$ cat src/rtl/sprite_rom_arbiter_if.sv
// Requester-side bus of the sprite ROM arbiter.
//   en        : allow new grants (low freezes arbitration, reads in flight still finish)
//   req       : per-requester level request
//   req_addr  : packed addresses, requester i at [i*ADDR_W +: ADDR_W]
//   gnt       : one-hot grant pulse
//   rsp_valid : one-hot response strobe, two cycles after gnt
//   rsp_data  : palette index returned by the ROM
//   busy      : a read is granted or still in the pipeline
interface sprite_rom_arbiter_if #(
    parameter int unsigned NUM_REQ = 4,
    parameter int unsigned ADDR_W  = 9,
    parameter int unsigned DATA_W  = 3
);
    logic                        en;
    logic [NUM_REQ-1:0]          req;
    logic [NUM_REQ*ADDR_W-1:0]   req_addr;
    logic [NUM_REQ-1:0]          gnt;
    logic [NUM_REQ-1:0]          rsp_valid;
    logic [DATA_W-1:0]           rsp_data;
    logic                        busy;

    modport master (
        output en, req, req_addr,
        input  gnt, rsp_valid, rsp_data, busy
    );

    modport slave (
        input  en, req, req_addr,
        output gnt, rsp_valid, rsp_data, busy
    );
endinterface

$ cat src/rtl/sprite_rom_arbiter.sv
// Round-robin arbiter sharing one synchronous sprite ROM (1-cycle read
// latency) between NUM_REQ pixel-fetch requesters, one read per vga_clk.
// Ports:
//   vga_clk, reset_n : pixel clock, asynchronous active-low reset
//   bus              : requester side (en, req, req_addr, gnt, rsp_valid, rsp_data, busy)
//   rom_address      : registered ROM address
//   rom_q            : ROM data, valid one cycle after rom_address is sampled
module sprite_rom_arbiter #(
    parameter int unsigned NUM_REQ = 4,
    parameter int unsigned ADDR_W  = 9,
    parameter int unsigned DATA_W  = 3
) (
    input  logic                  vga_clk,
    input  logic                  reset_n,
    sprite_rom_arbiter_if.slave   bus,
    output logic [ADDR_W-1:0]     rom_address,
    input  logic [DATA_W-1:0]     rom_q
);

    localparam int unsigned PTR_W = (NUM_REQ > 1) ? $clog2(NUM_REQ) : 1;
    localparam logic [PTR_W-1:0] LAST_IDX = PTR_W'(NUM_REQ - 1);

    logic [PTR_W-1:0]   ptr;
    logic [PTR_W-1:0]   winner;
    logic               grant_c;
    logic [ADDR_W-1:0]  addr_slice [NUM_REQ];

    logic [NUM_REQ-1:0] gnt_q;
    logic [NUM_REQ-1:0] rsp_valid_q;
    logic [DATA_W-1:0]  rsp_data_q;
    logic               busy_q;
    logic               valid_a;
    logic               valid_b;
    logic [PTR_W-1:0]   id_a;
    logic [PTR_W-1:0]   id_b;

    // Requester index at offset off from the priority pointer, modulo NUM_REQ.
    function automatic logic [PTR_W-1:0] rr_idx(input logic [PTR_W-1:0] base,
                                                input int unsigned      off);
        int unsigned sum;
        sum = 32'(base) + off;
        return PTR_W'(sum % NUM_REQ);
    endfunction

    // Unpack the flat address bus into one slot per requester.
    for (genvar i = 0; i < NUM_REQ; i++) begin : g_slice
        assign addr_slice[i] = bus.req_addr[i*ADDR_W +: ADDR_W];
    end

    // Winner search: first active request at or after the pointer.
    always_comb begin
        grant_c = 1'b0;
        winner  = '0;
        for (int unsigned k = 0; k < NUM_REQ; k++) begin
            if (!grant_c && bus.req[rr_idx(ptr, k)]) begin
                grant_c = 1'b1;
                winner  = rr_idx(ptr, k);
            end
        end
        grant_c = grant_c & bus.en;
    end

    // Grant, ROM address and two-stage read pipeline.
    always_ff @(posedge vga_clk or negedge reset_n) begin
        if (!reset_n) begin
            ptr         <= '0;
            gnt_q       <= '0;
            rom_address <= '0;
            valid_a     <= 1'b0;
            valid_b     <= 1'b0;
            id_a        <= '0;
            id_b        <= '0;
            rsp_valid_q <= '0;
            rsp_data_q  <= '0;
            busy_q      <= 1'b0;
        end else begin
            valid_a <= grant_c;
            valid_b <= valid_a;
            id_b    <= id_a;
            // Registered form of valid_a | valid_b | |gnt as seen after this edge.
            busy_q  <= grant_c | valid_a;
            if (grant_c) begin
                gnt_q       <= NUM_REQ'(1) << winner;
                rom_address <= addr_slice[winner];
                id_a        <= winner;
                ptr         <= (winner == LAST_IDX) ? '0 : PTR_W'(winner + 1'b1);
            end else begin
                gnt_q <= '0;
            end
            rsp_valid_q <= valid_b ? (NUM_REQ'(1) << id_b) : '0;
            // Data holds between responses so downstream sees a stable index.
            if (valid_b) begin
                rsp_data_q <= rom_q;
            end
        end
    end

    assign bus.gnt       = gnt_q;
    assign bus.rsp_valid = rsp_valid_q;
    assign bus.rsp_data  = rsp_data_q;
    assign bus.busy      = busy_q;

endmodule

$ cat src/flat_wrapper.sv
// flat-port wrapper written by rule: the top's interface ports become plain ports
module sprite_rom_arbiter_flat 
#(
    parameter int unsigned NUM_REQ = 4,
    parameter int unsigned ADDR_W  = 9,
    parameter int unsigned DATA_W  = 3
)
  (vga_clk, reset_n, rom_address, rom_q, bus_en, bus_req, bus_req_addr, bus_gnt, bus_rsp_valid, bus_rsp_data, bus_busy);
  sprite_rom_arbiter_if #(.NUM_REQ(NUM_REQ), .ADDR_W(ADDR_W), .DATA_W(DATA_W)) bus_i ();
  input  logic vga_clk;
  input  logic reset_n;
  output logic [ADDR_W-1:0] rom_address;
  input  logic [DATA_W-1:0] rom_q;
  input wire logic [$bits(bus_i.en)-1:0] bus_en;
  input wire logic [$bits(bus_i.req)-1:0] bus_req;
  input wire logic [$bits(bus_i.req_addr)-1:0] bus_req_addr;
  output wire logic [$bits(bus_i.gnt)-1:0] bus_gnt;
  output wire logic [$bits(bus_i.rsp_valid)-1:0] bus_rsp_valid;
  output wire logic [$bits(bus_i.rsp_data)-1:0] bus_rsp_data;
  output wire logic [$bits(bus_i.busy)-1:0] bus_busy;
  assign bus_i.en = bus_en;
  assign bus_i.req = bus_req;
  assign bus_i.req_addr = bus_req_addr;
  assign bus_gnt = bus_i.gnt;
  assign bus_rsp_valid = bus_i.rsp_valid;
  assign bus_rsp_data = bus_i.rsp_data;
  assign bus_busy = bus_i.busy;
  sprite_rom_arbiter #(.NUM_REQ(NUM_REQ), .ADDR_W(ADDR_W), .DATA_W(DATA_W)) u_core (.vga_clk(vga_clk), .reset_n(reset_n), .bus(bus_i), .rom_address(rom_address), .rom_q(rom_q));
endmodule
$ cat config.mk
export PLATFORM = sky130hd
export DESIGN_NAME = sprite_rom_arbiter_flat
export DESIGN_NICKNAME = d
export VERILOG_FILES = /design/src/rtl/sprite_rom_arbiter_if.sv /design/src/rtl/sprite_rom_arbiter.sv /design/src/flat_wrapper.sv
export SDC_FILE = /design/constraint.sdc
export NUM_CORES = 1
export LEC_CHECK = 0
export CORE_ASPECT_RATIO = 1.4
export CORE_MARGIN = 2
export CORE_UTILIZATION = 30
export CTS_BUF_LIST = sky130_fd_sc_hd__clkbuf_4
export DETAILED_ROUTE_END_ITERATION = 10
export PLACE_DENSITY = 0.6
export SYNTH_ARGS = -nofsm -noshare
export SYNTH_HDL_FRONTEND = slang
export SYNTH_SLANG_ARGS = --single-unit
$ cat constraint.sdc
create_clock -name vga_clk -period 2.4 [get_ports vga_clk]
set_clock_uncertainty 0.15 [all_clocks]
set_input_delay 0.72 -clock vga_clk [delete_from_list [all_inputs] [get_ports vga_clk]]
set_output_delay 0.72 -clock vga_clk [all_outputs]
set_load 0.005 [all_outputs]
==> results.toml <==
[status]
status = "finished, final reports clean"

[placement]
hpwlAfterDp_um = 2880
dp_slack_ns = -0.471
numPortBuffers = 66
gp_congestion = 0.704

[drt]
ant_nets = 0
routed_via_density = 4.71
dr.pass1.iters = 4
drt-total-wl_um = 3640
post-route-drc-count = 0
drt_iter0_markers = 15
wl_per_cell_um = 13.9
num_vias = 1240

[sta]
period_share_pct = 94.7
fin_crit_ns = 2.27
tightest_slew_ns = 0.424
setup_slack_ns = 0.127
max_freq_mhz = 440
finalSetupViolCount = 0
grt_setup_unrepaired = "no"
relSlewSlack_pct = 71.7
report.final.hold_viol_count = 0
fin_tns_setup_ns = 0
finalMaxSlewViolations = 0

[setup_path]
critPathArrivalTime_ns = 2.34
crit_fanout = 18
r2r-start = "u_core.ptr[1]"
worstReg2RegEnd = "u_core.rom_address[5]"
r2r_cells = 6
worstSetupStartpointType = "primary input"
crit_type = "primary input to register"
endpoint_kind = "register"
critPathCapture = "u_core.rom_address[5]"
ff2ff_setup_slack_ns = 0.38
worstPathRequired_ns = 2.46
cp-startpoint = "bus_req[3]"

[final_layout]
layout_commonest_cell = "clkdlybuf4s50_1"
multiInputGateArea_um2 = 607
final_cell_mix = "64 x clkdlybuf4s50_1, 29 x dfrtp_1, 20 x nor3_1"
fillers = 449
antenna_cells = 0
seqCellArea_um2 = 726
drive_above_1_share_pct = 15.4
nets = 246
syn_to_final_growth_pct = 63.1

[global_route]
grt_usage_pct = 15.3
grt_max_degree = 30
grt_pass1_vias = 1276
grt_pass1_wl_um = 5970
grt-ovfl-total = 0
antenna_found_initial = 0

[synth]
synth_cell_types = 27
yosysWarnings = 0
synthCells = 120
ys_ff_latch = 29
avgSynthCellArea_um2 = 11.6
netlist_area_mm2 = 0.00139
synth_fp_nets = 166
yosysSeqAreaShare_pct = 52.3

[die]
ios = 67
die_x_um = 61.5
dieArea_mm2 = 0.00519
core_region_area_mm2 = 0.00450
die_h_um = 84.5
start_util_pct = 30.8
num_rows = 29

[clock_network]
cts_setup_buffers = 0
cts_tree = "done"
cts_buffer_depth = 2
clock_latency_ns = 0.32
h-tree-depth = 2
cts_sinks = 29
numCtsBuffers = 5
cts_root_buffer = "clkbuf_4"
clkTransAtPathRegs_ns = 0.09

[power]
power_density_mw_per_mm2 = 752
p_leak_nw = 1.04
ir_worst_vdd_uv = 385
total_power_mw = 1.70

[hold_path]
hp-class = "register to register"

[flow_run]
maxCapViolations = 0
## sequential cells by signal (all words and copies together) (netlist names), 2 cells and up
register	cells
u_core.rom_address	9
u_core.bus.gnt	4
u_core.bus.rsp_valid	4
u_core.bus.rsp_data	3
u_core.id_a	2
u_core.id_b	2
u_core.ptr	2
## synth_stat cells
| library cell | count | share of area [%] |
|---|---|---|
| a211o_1 | 9 | 5.7 |
| a21bo_2 | 1 | 0.72 |
| a21boi_0 | 1 | 0.54 |
| a21oi_1 | 2 | 0.72 |
| a221o_1 | 1 | 0.72 |
| a221oi_1 | 1 | 0.63 |
| and3_1 | 1 | 0.45 |
| and3b_1 | 1 | 0.63 |
| buf_12 | 1 | 1.4 |
| buf_4 | 3 | 1.6 |
| buf_6 | 1 | 0.81 |
| clkbuf_1 | 3 | 0.81 |
| dfrtp_1 | 29 | 52 |
| inv_1 | 3 | 0.81 |
| mux2_2 | 3 | 2.4 |
| mux2i_1 | 19 | 14 |
| nand2_1 | 7 | 1.9 |
| nand2b_1 | 1 | 0.45 |
| nor2_1 | 3 | 0.81 |
| nor3_1 | 20 | 7.2 |
| nor3b_1 | 2 | 1.1 |
| o21a_1 | 1 | 0.54 |
| o21ai_0 | 3 | 1.1 |
| o22a_1 | 1 | 0.63 |
| o22ai_1 | 1 | 0.45 |
| o41ai_2 | 1 | 1.2 |
| xnor2_1 | 1 | 0.63 |
## how the worst min path moves through the flow
stage	start	endpoint	slack, ns	cells past startpoint
after floorplan	u_core.valid_a	u_core.valid_b	0.20	0
after global placement	u_core.id_a[0]	u_core.id_b[0]	0.21	0
after detailed placement	u_core.id_a[0]	u_core.id_b[0]	0.22	0
after CTS	u_core.id_a[0]	u_core.id_b[0]	0.23	0
after global routing	u_core.valid_a	u_core.valid_b	0.25	0
final	u_core.id_a[0]	u_core.id_b[0]	0.24	0
## routing by layer
metal  vias up  GRT usage (%)  wire length, um
met5         -              0                0
met4         0           4.06               58
met3         6           5.08              220
met2        50           27.5             2080
met1       582           16.4             1280
li1        602              -                -
## final cells by class
class	instances	area share, %
sequential	29	32.1
inverter	3	0.498
multi-input combinational	80	26.8
tap	62	3.43
clock buffer	5	1.66
clock inverter	3	0.774
timing repair buffer	81	34.8
## power breakdown
part / switching, mW / leakage [nW] / internal (mW) / total [mW]
clock network: 0.172 / 0.0310 / 0.110 / 0.282
registers: 0.0843 / 0.360 / 0.609 / 0.693
logic: 0.286 / 0.651 / 0.440 / 0.726
## critical path: stages
cell and delay [ns]:
clkdlybuf4s50_1 0.50, inv_1 0.07, a221o_1 0.36, buf_12 0.18
mux2i_2 0.17, nor3_1 0.06, a211o_1 0.26
## metrics by stage
stage	instance area (um^2)	util, %	hold WS (ns)	cells
after floorplan	1390	-	0.196	120
after global placement	2200	48.8	0.211	255
after detailed placement	2200	48.8	0.218	255
after CTS	2260	50.2	0.232	263
after global routing	2260	50.3	0.250	263
final	2260	50.3	0.237	263
## repair_timing
action	CTS	global route
hold buffers	0	0
pin swaps	0	0
resized for setup	3	2
endpoints found under the setup margin	9	3
endpoints found under the hold margin	0	0
## cells by family after synthesis
logic type | after synthesis | share of synthesized area, %
buf+inv | 11 | 5.50
simple gates | 35 | 12.5
mux | 22 | 16.1
flops | 29 | 52.3
compound gates | 22 | 12.9
xor+xnor | 1 | 0.631
Power figures use the tool's default switching activity.
==> variant 1: new RTL, same settings <==
`ADDR_W` is set to 9 in 3 places; all go to 8.
--- a/src/rtl/sprite_rom_arbiter_if.sv
+++ b/src/rtl/sprite_rom_arbiter_if.sv
@@ -8,7 +8,7 @@
 //   busy      : a read is granted or still in the pipeline
 interface sprite_rom_arbiter_if #(
     parameter int unsigned NUM_REQ = 4,
-    parameter int unsigned ADDR_W  = 9,
+    parameter int unsigned ADDR_W  = 8,
     parameter int unsigned DATA_W  = 3
 );
     logic                        en;
--- a/src/rtl/sprite_rom_arbiter.sv
+++ b/src/rtl/sprite_rom_arbiter.sv
@@ -7,7 +7,7 @@
 //   rom_q            : ROM data, valid one cycle after rom_address is sampled
 module sprite_rom_arbiter #(
     parameter int unsigned NUM_REQ = 4,
-    parameter int unsigned ADDR_W  = 9,
+    parameter int unsigned ADDR_W  = 8,
     parameter int unsigned DATA_W  = 3
 ) (
     input  logic                  vga_clk,
--- a/src/flat_wrapper.sv
+++ b/src/flat_wrapper.sv
@@ -2,7 +2,7 @@
 module sprite_rom_arbiter_flat 
 #(
     parameter int unsigned NUM_REQ = 4,
-    parameter int unsigned ADDR_W  = 9,
+    parameter int unsigned ADDR_W  = 8,
     parameter int unsigned DATA_W  = 3
 )
   (vga_clk, reset_n, rom_address, rom_q, bus_en, bus_req, bus_req_addr, bus_gnt, bus_rsp_valid, bus_rsp_data, bus_busy);
Interface: changed (resized bus_req_addr and rom_address); port bits go from 67 to 62. No check against the original RTL was run, so the function may have changed too.
==> variant 1 against the unedited design <==
Register-to-register slack better by 0.18 ns; area after synthesis decreased by 2.6%; die area decreased by 2.5%; cell area down 4.0%; sequential cell count decreased by 1; setup slack improved by 0.022 ns; critical path depth stayed put; total power down 3.7%; hold slack lost 0.00064 ns; fmax increased by 0.98%; routed wire length down 11%; combinational power rose by 6.3%; largest power group unchanged; non-clock buffer count decreased by 7.
==> variant 1: results (changes against the unedited design) <==
| Metric | Value |
|---|---|
| Vias in the first global route | 1176 (-7.8%) |
| Worst Hold Launch | u_core.valid_a |
| WHS Endpoint | u_core.valid_b |
| Sequential power share | 41.5% (+0.7 points) |
| Outcome | finished, final reports clean |
| Met2 usage | 26.0% (-1.5 points) |
| Most instantiated cells after synthesis | dfrtp_1, mux2i_1, nand2_1 |
| FILL cells | 405 (-9.8%) |
| Worst reg2reg path endpoint | u_core.rom_address[6] |
| Clock transition at path regs | 0.14 ns (+0.05 ns) |
| First-pass GRT wire length | 5.25 mm (-12%) |
| Critical path fanouts, max | 8 (-10) |
| Logic pwr share | 47.2% (+4.5 points) |
| Final Wtd Congestion | 0.680 (-3.5%) |
| # port buffers | 61 (-7.6%) |
| Post-CTS sizing | 0 (-3) |
| H-tree depth | 1 (-1) |
| Num CTS Buffers | 3 (-2) |
| Routed wire length | 3.24 mm (-11%) |
| CP peak stage delay | 0.48 ns (-0.02 ns) |
| Maximum number of pins on one net before global-route repair | 29 (-3.3%) |
| GRT Total Usage | 13.3% (-2.0 points) |
| Met3 usage | 1.71% (-3.4 points) |
| Net Count, Synth | 145 (-13%) |
| Nets | 221 (-10%) |
## variant 1: layer usage
layer / share of wire (%) / up-vias / routed length (um)
li1: - / 523 / -
met1: 35 / 518 / 1140
met2: 60 / 29 / 1940
met3: 4.3 / 2 / 141
met4: 0.62 / 0 / 20
met5: 0 / - / 0
## variant 1: how the worst max path moves through the flow
stage	depth (start not counted)	slack, ns	startpoint	to
after floorplan	6	0.36	bus_req[2]	u_core.rom_address[0]
after global placement	7	-0.16	bus_req[0]	u_core.rom_address[4]
after detailed placement	7	-0.22	bus_req[0]	u_core.rom_address[4]
after CTS	7	0.13	bus_req[0]	u_core.rom_address[4]
after global routing	7	0.07	bus_req[2]	u_core.rom_address[1]
final	7	0.15	bus_req[2]	u_core.rom_address[4]
## variant 1: per-stage QoR
step / hold slack (ns) / cell area, um2 / TNS (ns) / setup slack, ns / instances
final: 0.236 / 2170 / 0 / 0.149 / 238
after global placement: 0.203 / 2150 / -1.41 / -0.160 / 234
after CTS: 0.237 / 2170 / 0 / 0.128 / 238
after global routing: 0.252 / 2170 / 0 / 0.0695 / 238
after floorplan: 0.196 / 1350 / 0 / 0.361 / 103
after detailed placement: 0.205 / 2150 / -2.03 / -0.218 / 234
## variant 1: final cells by class
cell class	count	area, um2	area share [%]
inverter	2	7.51	0.346
clock buffer	3	22.5	1.04
multi-input combinational	70	617	28.4
sequential	28	701	32.3
tap	60	75.1	3.46
clock inverter	1	3.75	0.173
timing repair buffer	74	746	34.3
## variant 1: logic make-up (layout without fill, tap and decap cells)
kind of cell    count (synthesis)  after routing  share of synthesized area, %
buf+inv                         5             80                          2.50
xor+xnor                        1              1                         0.648
flops                          28             28                          51.9
mux                            19             19                          14.4
compound gates                 16             16                          17.7
simple gates                   34             34                          13.0
==> variant 2: new RTL, config.mk and constraints unchanged <==
Made on the original files. Make the reset (`reset_n`) synchronous in one clocked block. Comments in the files are not updated.
--- a/src/rtl/sprite_rom_arbiter.sv
+++ b/src/rtl/sprite_rom_arbiter.sv
@@ -61,7 +61,7 @@
     end
 
     // Grant, ROM address and two-stage read pipeline.
-    always_ff @(posedge vga_clk or negedge reset_n) begin
+    always_ff @(posedge vga_clk) begin
         if (!reset_n) begin
             ptr         <= '0;
             gnt_q       <= '0;
Formal check against the unedited RTL: differs if reset_n is asserted again (counterexample within 4 cycles, from zero or initial values and one cycle with reset_n low); with reset_n held inactive, the same outputs for 10 cycles.
==> variant 2 against the unedited design <==
Setup slack improved by 0.031 ns; largest cell class unchanged; via count up 5.9%; routed wire length fell by 2.5%; non-clock buffer count did not move; area after synthesis decreased by 1.3%; critical path depth up 1; die area shrank 1.2%; hold slack improved by 0.059 ns; cell area shrank 1.1%; sequential cell count is the same.
Power is not compared: it rests on default switching activity, and its combinational part moved more than twofold at a synthesized area within 25%.
==> variant 2: results (changes against the unedited design) <==
| Metric | Value |
|---|---|
| Critical path fanouts, max | 11 (-7) |
| Final Wtd Congestion | 0.774 (+9.9%) |
| WHS Endpoint | u_core.bus.rsp_valid[2] |
| Final HPWL DP | 2.76 mm (-4.1%) |
| Synth Instances | 148 (+23%) |
| Outcome | finished, final reports clean |
| GRT Total Usage | 14.6% (-0.68 points) |
| Placed insts | 279 (+9.4%) |
| Most used DFF post-synth | dfxtp_1 |
| Drt first pass iters | 3 (-1) |
| DR WL/cell | 12.3 um (-11%) |
| Slew @ Worst Pin | 0.330 ns (-0.0945 ns) |
| Worst hold slack | 0.296 ns (+0.0588 ns) |
| Reg2reg setup slack | 0.61 ns (+0.23 ns) |
| Arrival time at the worst endpoint | 2.30 ns (-0.04 ns) |
| Area contributors post-synth | dfxtp_1, mux2i_1, a21boi_0 |
| Share of layout cells above drive strength 1 | 14.6% (-0.82 points) |
| Worst reg2reg path endpoint | u_core.rom_address[8] |
| FILL cells | 460 (+2.4%) |
| Met3 usage | 4.03% (-1.1 points) |
| 1st-iter DRT viols | 12 (-3) |
| Most instantiated cells after synthesis | dfxtp_1, mux2i_1, nand2_1 |
| Hold Path Depth | 1 (+1) |
| R2r startpoint | u_core.ptr[0] |
| Post-synthesis sequential area ratio | 42.4% (-9.9 points) |
| Pre-CTS setup slack | -0.622 ns (-0.150 ns) |
| Post-synth cell types | 33 (+22%) |
| Worst Hold Launch | u_core.id_b[0] |
| Net Count, Synth | 194 (+17%) |
| Nets | 271 (+10%) |
| First-pass GRT wire length | 5.66 mm (-5.1%) |
| Vias in the first global route | 1283 (+0.55%) |
-- variant 2: cell types whose count changed in the layout (fill, tap and decap cells not counted), moves of 5 or more --
| cell | before | now |
|---|---|---|
| dfxtp_1 | 0 | 29 |
| o211ai_1 | 0 | 9 |
| nor2b_1 | 0 | 5 |
| a211o_1 | 9 | 0 |
| and3_1 | 1 | 7 |
| nand2_1 | 7 | 13 |
| and2_1 | 0 | 7 |
| a21boi_0 | 1 | 10 |
| dfrtp_1 | 29 | 0 |
| mux2i_1 | 18 | 13 |
| nor3_1 | 20 | 2 |
-- variant 2: report_power, final --
part	total [mW]	switching, mW	internal [mW]
clock network	0.271	0.165	0.106
logic	0.334	0.124	0.210
registers	0.538	0.0212	0.517
-- variant 2: cell type report --
| cell class | count | share of cell area [%] |
|---|---|---|
| flip-flops and latches | 29 | 25.9 |
| clock buffers | 5 | 1.68 |
| repair buffers | 81 | 35.6 |
| multi-input cells | 103 | 31.9 |
| clock inverters | 3 | 0.559 |
| well taps | 62 | 3.46 |
| inverters | 5 | 0.838 |
-- variant 2: through the flow --
stage / setup TNS, ns / power, mW / area (um2)
floorplan: 0 / 0.703 / 1370
global placement: -6.00 / 0.874 / 2160
detailed placement: -6.71 / 0.880 / 2160
CTS: 0 / 1.16 / 2220
global route: 0 / 1.21 / 2240
finish: 0 / 1.14 / 2240
-- variant 2: how the worst max path moves through the flow --
stage / startpoint / depth (start not counted) / to / slack, ns
2_1_floorplan: bus_req[1] / 8 / u_core.rom_address[1] / 0.33
3_3_place_gp: bus_req[1] / 6 / u_core.rom_address[4] / -0.55
3_5_place_dp: bus_req[1] / 6 / u_core.rom_address[6] / -0.62
4_1_cts: bus_req[1] / 6 / u_core.rom_address[6] / 0.03
5_1_grt: bus_req[1] / 8 / u_core.rom_address[3] / 0.02
6_report: bus_req[1] / 8 / u_core.rom_address[8] / 0.16
-- variant 2: logic make-up after synthesis --
logic type / count (synthesis) / synth area share (%)
AND/OR/NAND/NOR: 51 / 20.1
AO/OA/AOI/OAI: 39 / 21.1
flip-flops: 29 / 42.4
buffers and inverters: 16 / 6.94
multiplexers: 13 / 9.50
-- variant 2: critical path, delay by kind of cell --
family / cells / cell delay (ns)
buffers and inverters: 3 / 0.78
and+or+nand+nor: 2 / 0.34
AOI/OAI and AO/OA: 3 / 0.46
-- variant 2: metal layers --
| layer | part of all wire [%] | routed length, um | vias up |
|---|---|---|---|
| li1 | - | - | 669 |
| met1 | 38 | 1350 | 596 |
| met2 | 53 | 1890 | 40 |
| met3 | 6.4 | 228 | 8 |
| met4 | 2.5 | 89 | 0 |
| met5 | 0 | 0 | - |
-- variant 2: repair_timing --
action | in CTS | in global routing
setup buffers | 0 | 1
hold buffers | 0 | 0
endpoints found under the setup margin | 11 | 7
resized for setup | 1 | 1
pin swaps | 0 | 1
